==> src/rtl/clk_div_ctrl_pkg.sv <==
// Shared types and defaults for the clk_div_ctrl divider and its request front end.
package clk_div_ctrl_pkg;
   localparam int CLK_DIV_CNT_W       = 10;
   localparam int CLK_DIV_DEFAULT_DIV = 1;

   typedef enum logic {
      IDLE = 1'b0,
      PEND = 1'b1
   } state_t;
endpackage

==> src/rtl/rr_arbiter.sv <==
// Round-robin arbiter, combinational: lowest requester at or above ptr wins, wrapping.
// No storage and no backpressure; the caller owns and advances the pointer.
module rr_arbiter #(
   parameter int NREQ  = 2,
   parameter int IDX_W = (NREQ > 1) ? $clog2(NREQ) : 1
) (
   input  logic [NREQ-1:0]  req,
   input  logic [IDX_W-1:0] ptr,
   output logic [NREQ-1:0]  gnt,
   output logic [IDX_W-1:0] idx,
   output logic             vld
);

   always_comb begin
      int j;
      j   = 0;
      gnt = '0;
      idx = '0;
      vld = 1'b0;
      for (int i = 0; i < NREQ; i++) begin
         j = int'(ptr) + i;
         if (j >= NREQ) j = j - NREQ;
         if (!vld && req[j]) begin
            vld    = 1'b1;
            gnt[j] = 1'b1;
            idx    = IDX_W'(j);
         end
      end
   end

endmodule

==> src/rtl/clk_div_ctrl.sv <==
// Glitch-free programmable clock divider; new factors apply only at a CLK_OUT rising boundary.
// Optional CLK_DIV_CTRL_GATE_EN adds GATE, which parks CLK_OUT high at the next boundary.
module clk_div_ctrl
   import clk_div_ctrl_pkg::*;
#(
   parameter int NREQ        = 2,
   parameter int CNT_W       = CLK_DIV_CNT_W,
   parameter int DEFAULT_DIV = CLK_DIV_DEFAULT_DIV
) (
   input  logic                  CLK_IN,
   input  logic                  nRST,
   input  logic [NREQ-1:0]       REQ,
   input  logic [NREQ*CNT_W-1:0] DIV_REQ,
`ifdef CLK_DIV_CTRL_GATE_EN
   input  logic                  GATE,
`endif
   output logic [NREQ-1:0]       GNT,
   output logic                  BUSY,
   output logic [CNT_W-1:0]      CUR_DIV,
   output logic                  CLK_OUT,
   output logic                  TICK
);

   localparam int IDX_W = (NREQ > 1) ? $clog2(NREQ) : 1;

   state_t             state, state_nxt;
   logic [CNT_W-1:0]   cnt;
   logic [CNT_W-1:0]   half;
   logic [CNT_W-1:0]   pend_div;
   logic [CNT_W-1:0]   sel_div;
   logic [IDX_W-1:0]   pend_idx;
   logic [IDX_W-1:0]   rr_ptr;
   logic [IDX_W-1:0]   nxt_ptr;
   logic [NREQ-1:0]    arb_gnt;
   logic [IDX_W-1:0]   arb_idx;
   logic               arb_vld;
   logic               arb_en;
   logic               terminal;
   logic               boundary;
   logic               hold;
   logic               apply;
   logic               take;

   rr_arbiter #(
      .NREQ  (NREQ),
      .IDX_W (IDX_W)
   ) u_arb (
      .req (REQ),
      .ptr (rr_ptr),
      .gnt (arb_gnt),
      .idx (arb_idx),
      .vld (arb_vld)
   );

   assign half     = CUR_DIV >> 1;
   assign terminal = (cnt == half);
`ifdef CLK_DIV_CTRL_GATE_EN
   // Parked at the start of a high phase: counter idle, CLK_OUT held high.
   assign hold     = GATE && CLK_OUT && (cnt == '0);
`else
   assign hold     = 1'b0;
`endif
   assign boundary = !hold && terminal && !CLK_OUT;
   assign apply    = (state == PEND) && (boundary || hold);
   // Arbitration skips the GNT cycle so a requester has one cycle to drop REQ.
   assign arb_en   = (state == IDLE) && (GNT == '0);
   assign take     = arb_en && arb_vld;
   assign sel_div  = DIV_REQ[arb_idx*CNT_W +: CNT_W];
   assign nxt_ptr  = (pend_idx == IDX_W'(NREQ-1)) ? '0 : pend_idx + 1'b1;
   assign BUSY     = (state == PEND);

   always_ff @(posedge CLK_IN) begin
      if (!nRST) state <= IDLE;
      else       state <= state_nxt;
   end

   always_comb begin
      state_nxt = state;
      case (state)
         IDLE:    if (take)  state_nxt = PEND;
         PEND:    if (apply) state_nxt = IDLE;
         default: state_nxt = IDLE;
      endcase
   end

   always_ff @(posedge CLK_IN) begin
      if (!nRST) begin
         cnt      <= '0;
         CLK_OUT  <= 1'b1;
         TICK     <= 1'b0;
         GNT      <= '0;
         CUR_DIV  <= CNT_W'(DEFAULT_DIV);
         pend_div <= '0;
         pend_idx <= '0;
         rr_ptr   <= '0;
      end else begin
         GNT  <= '0;
         TICK <= 1'b0;
         if (take) begin
            pend_idx <= arb_idx;
            pend_div <= sel_div;
         end
         if (apply) begin
            CUR_DIV <= pend_div;
            cnt     <= '0;
            CLK_OUT <= 1'b1;
            TICK    <= !CLK_OUT;
            GNT     <= {{(NREQ-1){1'b0}}, 1'b1} << pend_idx;
            rr_ptr  <= nxt_ptr;
         end else if (!hold) begin
            if (terminal) begin
               cnt     <= '0;
               CLK_OUT <= !CLK_OUT;
               TICK    <= 1'b1;
            end else begin
               cnt <= cnt + 1'b1;
            end
         end
      end
   end

endmodule

==> config.mk <==
export PLATFORM = sky130hd
export DESIGN_NAME = clk_div_ctrl
export DESIGN_NICKNAME = d
export VERILOG_FILES = /design/src/rtl/clk_div_ctrl_pkg.sv /design/src/rtl/rr_arbiter.sv /design/src/rtl/clk_div_ctrl.sv
export SDC_FILE = /design/constraint.sdc
export NUM_CORES = 1
export LEC_CHECK = 0
export ABC_CLOCK_PERIOD_IN_PS = 1700
export CAP_MARGIN = 10
export CORE_AREA = 2 2 65 67
export CTS_BUF_LIST = sky130_fd_sc_hd__clkbuf_8 sky130_fd_sc_hd__clkbuf_16
export DETAILED_ROUTE_END_ITERATION = 8
export DIE_AREA = 0 0 67 69
export GPL_ROUTABILITY_DRIVEN = 0
export HOLD_SLACK_MARGIN = 0.12
export PLACE_DENSITY = 0.81
export SYNTH_ARGS = -nofsm -noshare
export SYNTH_HDL_FRONTEND = slang
export SYNTH_SLANG_ARGS = --single-unit
export TNS_END_PERCENT = 30
==> constraint.sdc <==
create_clock -name CLK_IN -period 1.7 [get_ports CLK_IN]
set_input_delay 0.34 -clock CLK_IN [delete_from_list [all_inputs] [get_ports CLK_IN]]
set_output_delay 0.34 -clock CLK_IN [all_outputs]
set_load 0.005 [all_outputs]
======== Yosys cells after proc, flatten, opt, wreduce, memory -nomap -nowiden ========
Cells that the tools add are included.
operators by class
  add/sub/neg operators ................... 5
  multiply operators ...................... 1
  order comparisons ....................... 4
  equal/unequal tests ..................... 1
  shift-type cells ........................ 2
  mux-type cells .......................... 18
  bitwise gates (word level) .............. 2
  reduce and logical (&&, ||, !) cells .... 11
operator list
  operator                                                            count
  < comparator 32 x 3 -> 1 bit, second input constant                 2
  2-to-1 mux 32 bit                                                   2
  greater-or-equal comparator 32 x 3 -> 1 bit, second input constant  1
  subtractor 32 x 3 -> 32 bit, second input constant                  1
  indexed part select 20 x 6 -> 10 bit                                1
  2-to-1 mux 1 bit                                                    15
  adder 10 x 1 -> 10 bit, second input constant                       1
  equality test 10 x 9 -> 1 bit                                       1
  logical AND 1 bit                                                   5
  multiplier 1 x 3 -> 4 bit, second input constant                    1
  OR reduction 3 bit                                                  1
  subtractor 1 x 2 -> 3 bit, second input constant                    1
  adder 1 x 1 -> 2 bit, second input constant                         1
  greater-or-equal comparator 1 x 2 -> 1 bit, second input constant   1
  logical NOT 1 bit                                                   2
  logical NOT 2 bit                                                   1
  NOT 1 bit                                                           2
  one-hot mux 1 bit (2 select lines)                                  1
  AND reduction 2 bit                                                 1
  OR reduction 2 bit                                                  1
  left shift 1 x 1 -> 2 bit, first input constant                     1
  adder 1 bit, second input constant                                  1
word-level totals
  register bits ........................... 37
  output and inout bits ................... 15

======== Longest topological paths before layout ========
  word-level depth ........................ 12
  gate-level depth with buffers ........... 6

======== Hierarchy ========
Synthesis repeated with hierarchy kept, for this count alone.
second synthesis, totals
  cells, all modules ...................... 172
  area total of the unflattened synthesis .. 1706.6 um^2
by module, submodules not included
  module        times used  cells each  area an instance (um^2)
  clk_div_ctrl  1           167         1674.1
  rr_arbiter    1           5           32.5

======== Least setup slack after synthesis ========
OpenSTA, ideal clock, no wires.
  path type ............................... reg-to-reg
  start ................................... register CUR_DIV[9]
  end ..................................... register CUR_DIV[0]
  setup time .............................. 0.120 ns
  arrival ................................. 1.725 ns
  path slack .............................. -0.144 ns
  stages on the path, launching flop included .. 6
  path buffers ............................ 1
  clock period less this slack ............ 1.844 ns
  cell sequence ........................... dfxtp_1 -> xor2_1 -> or4_4 -> buf_6 -> o41a_1 -> a211o_1
on the way
  cells in the longest elaborated chain, start to end .. 3
RTL lines
  element                        line                 source
  start, declared                clk_div_ctrl.sv:19   output logic [CNT_W-1:0] CUR_DIV,
  start signal, assigned         clk_div_ctrl.sv:92   CUR_DIV <= CNT_W'(DEFAULT_DIV);
  start signal, assigned         clk_div_ctrl.sv:104  CUR_DIV <= pend_div;
  equality test 10 x 9 -> 1 bit  clk_div_ctrl.sv:56   assign terminal = (cnt == half);
  logical AND 1 bit              clk_div_ctrl.sv:63   assign boundary = !hold && terminal && !CLK_OUT;
  logical AND 1 bit              clk_div_ctrl.sv:64   assign apply = (state == PEND) && (boundary || hold);
Every way passes these cells.
A chain may end at the register's enable or synchronous reset.

======== Final worst setup path ========
  start ................................... register CUR_DIV[9]
  end ..................................... register CUR_DIV[8]
Same word-level chain as after synthesis.

==> flow_summary_export.csv <==
group,metric,value,unit
outcome,status,"finished with violations",
outcome,violations,"negative setup slack",
power_and_ir_drop,power_leakage,0.958,nW
placed_design,place_ws,-0.105,ns
yosys,ys.flop_type,"dfxtp_1",
timing,period_minus_slack,1.81,ns
power_and_ir_drop,power_density,1240,nW/um2
route,antenna_left,0,
floorplanning,fp.dieW,67,um
timing,worst_pin_slew,0.339,ns
timing,slew_violations,0,
yosys,syn_area,1640,um2
worst_setup_path,cp_cell_sequence,"xor2_1 > or4_4 > nor4_4 > buf_12 > mux2i_1",
global_routing,gr-total-overflow,0,
route,drtIter0Drc,35,
yosys,synth-seq-area-share,0.451,
yosys,synth_cells,172,
clocking,cts_tree,"yes",
yosys,ys_seq_elements,37,
worst_setup_path,critical_path.max_stage_delay,0.60,ns
worst_setup_path,slowest_stage,"or4_4",
worst_setup_path,timing.rr.end,"CUR_DIV[8]$_SDFFE_PN0P_",
worst_setup_path,crit_path_end,"CUR_DIV[8]$_SDFFE_PN0P_",
floorplanning,die_area,4620,um2
route,wl,3290,um
global_routing,grt_pass1_wl,5750,um
worst_setup_path,rr_worst_depth,5,
cells_and_area,drive_gt1_frac,0.166,
power_and_ir_drop,ir_drop,0.720,mV
cells_and_area,num_antenna_cells,0,
worst_setup_path,worstPathArrival,2.03,ns
worst_setup_path,required,1.92,ns
worst_setup_path,critPathLaunch,"CUR_DIV[9]$_SDFFE_PN0P_",
clocking,clock-root-buffer,"clkbuf_8",
clocking,cts_made_buffers,5,
timing,rsz0062_at_grt,"yes",
worst_hold_path,hold_path.class,"flop to flop",
floorplanning,pin_count,39,
clocking,clock_sinks,37,
worst_setup_path,worstReg2RegStart,"CUR_DIV[9]$_SDFFE_PN0P_",
route,vias_per_cell,4.77,
clocking,cts_max_path_buffers,2,
worst_setup_path,critPathTopFamily,"simple AND/OR/NAND/NOR gates",
global_routing,track_usage,0.165,
timing,fmax,554,MHz
cells_and_area,fin_nets,253,
worst_setup_path,critPathMaxFanout,11,
yosys,async_flop_share,0,
route,wl_per_cell,11.8,um
worst_setup_path,startpoint_type,"flop",
global_routing,grt_start_max_net_pins,21,
floorplanning,rows,23,
timing,skew,0.00618,ns
floorplanning,initial_core_util,0.420,
clocking,cts_max_level,2,
timing,hold_violations,0,
timing,tns,-1.05,ns
placed_design,portBuffers,38,
worst_setup_path,path_class,"flop to flop",
yosys,ys_warn_count,0,
worst_setup_path,r2r_slack,-0.11,ns
yosys,synth_fp_nets,197,
floorplanning,die_y,69,um
yosys,synth_edf_count,0,
yosys,ys_types,30,
cells_and_area,fin_util,0.603,
timing,setup_viol,12,
yosys,syn_avg_cell_area,9.56,um2
cells_and_area,synthToLayoutAreaGrowth,43.5,%
timing,fin_crit_sh,1.06,
floorplanning,fp.coreArea,3910,um2
worst_setup_path,cp.depth,5,
route,drc,0,
clocking,clock_latency,0.29,ns
flow_run,drv_cap,0,
timing,worst_slack,-0.107,ns
timing,slew_headroom,0.772,
worst_setup_path,crit_buf_inv,1,
worst_setup_path,critPathCaptureType,"flop",
global_routing,grt_pass1_vias,1278,
route,first_pass_iters,4,
route,via_count,1332,
clocking,clk_pin_slew,0.07,ns
global_routing,grt_antenna_before_repair,0,
placed_design,dp_hpwl,2560,um
==> worst min-delay path by stage <==
stage | from | end | slack, ns | cells past startpoint
2_1_floorplan | pend_div[9]$_SDFFE_PN0P_ | CUR_DIV[9]$_SDFFE_PN0P_ | 0.43 | 2
3_3_place_gp | pend_div[5]$_SDFFE_PN0P_ | CUR_DIV[5]$_SDFFE_PN0P_ | 0.45 | 2
3_5_place_dp | pend_div[3]$_SDFFE_PN0P_ | CUR_DIV[3]$_SDFFE_PN0P_ | 0.46 | 2
4_1_cts | pend_div[5]$_SDFFE_PN0P_ | CUR_DIV[5]$_SDFFE_PN0P_ | 0.46 | 2
5_1_grt | pend_div[5]$_SDFFE_PN0P_ | CUR_DIV[5]$_SDFFE_PN0P_ | 0.49 | 2
6_report | pend_div[5]$_SDFFE_PN0P_ | CUR_DIV[5]$_SDFFE_PN0P_ | 0.46 | 2
==> where the power goes <==
part           leakage [nW]  internal [mW]  switching, mW  total [mW]
Combinational         0.587          0.531          0.403       0.934
Sequential            0.303           1.01         0.0958        1.10
Clock                0.0681          0.582          0.304       0.887
==> per-layer routing <==
layer  wire length (um)  vias up  track usage
met5                  0        -            0
met4                 74        0       0.0748
met3                139        5       0.0538
met2               1610       33        0.260
met1               1470      593        0.202
li1                   -      701            -
==> final cells by class <==
| class | instances | area [um2] |
|---|---|---|
| fillers | 350 | 1560 |
| multi-input cells | 122 | 850 |
| flip-flops and latches | 37 | 742 |
| repair buffers | 58 | 556 |
| clock buffers | 5 | 68.8 |
| clock inverters | 3 | 65.1 |
| well taps | 50 | 62.6 |
| inverters | 4 | 15.0 |
==> per-stage QoR <==
stage | std cells | total power [mW] | hold WS (ns) | area [um2]
floorplan | 172 | 1.65 | 0.431 | 1650
global placement | 271 | 2.04 | 0.446 | 2220
detailed placement | 271 | 2.06 | 0.455 | 2220
CTS | 279 | 2.95 | 0.463 | 2360
global route | 279 | 3.09 | 0.486 | 2360
finish | 279 | 2.92 | 0.464 | 2360
==> flip-flops by register name, summed over array words and instances, names as in the netlist <==
signal and flops:
CUR_DIV 10, cnt 10, pend_div 10, GNT 2, BUSY 1, CLK_OUT 1, TICK 1, pend_idx 1
rr_ptr 1
==> worst register-to-register path, stage by stage, from the launching register on <==
cell	delay (ns)
dfxtp_2	0.33
xor2_1	0.15
or4_4	0.60
nor4_4	0.28
buf_12	0.18
mux2i_1	0.20
==> cells in the final DEF, fill, tap and decap left out, types with 2 or more instances in the layout <==
cell type,netlist,layout
and3_1,3,3
mux2i_1,20,20
nand3_1,3,3
bufinv_16,0,2
nand2b_1,2,2
mux2_2,2,2
xnor2_1,7,7
xor2_1,10,10
nand4_1,4,4
nor4_2,1,2
nand2_1,23,23
clkbuf_8,0,5
inv_1,4,4
dfxtp_1,37,36
a211oi_1,10,10
buf_12,0,2
buf_4,0,18
clkdlybuf4s50_1,0,38
nor2_1,23,23
==> logic make-up (layout without fill, tap and decap cells) <==
group,count (synthesis),in the layout,share of synthesized area
adders and majority gates,1,1,0.00761
DFF,37,37,0.451
and+or+nand+nor,66,66,0.196
xor gates and xnor gates,17,17,0.0906
buffers and inverters,13,70,0.0396
AOI/OAI and AO/OA,16,16,0.0799
muxes,22,22,0.135
==> what timing repair did <==
action / 4_1_cts / 5_1_grt
setup endpoints to repair: 13 / 17
hold buffers: 0 / 0
buffers inserted: 0 / 0
endpoints found under the hold margin: 0 / 0
resized for setup: 0 / 0
==> synth_stat cells (2+ instances only) <==
cell,instances,area (um2)
inv_1,4,15.0
dfxtp_1,37,741
nand3_1,3,15.0
nand2_1,23,86.3
mux2_2,2,22.5
mux2i_1,20,200
a211oi_1,10,75.1
xor2_1,10,87.6
xnor2_1,7,61.3
buf_6,2,22.5
and3_1,3,18.8
nand4_1,4,25.0
o21ai_0,2,10.0
clkbuf_1,6,22.5
nor2_1,23,86.3
nand2b_1,2,12.5
Power figures use the tool's default switching activity.
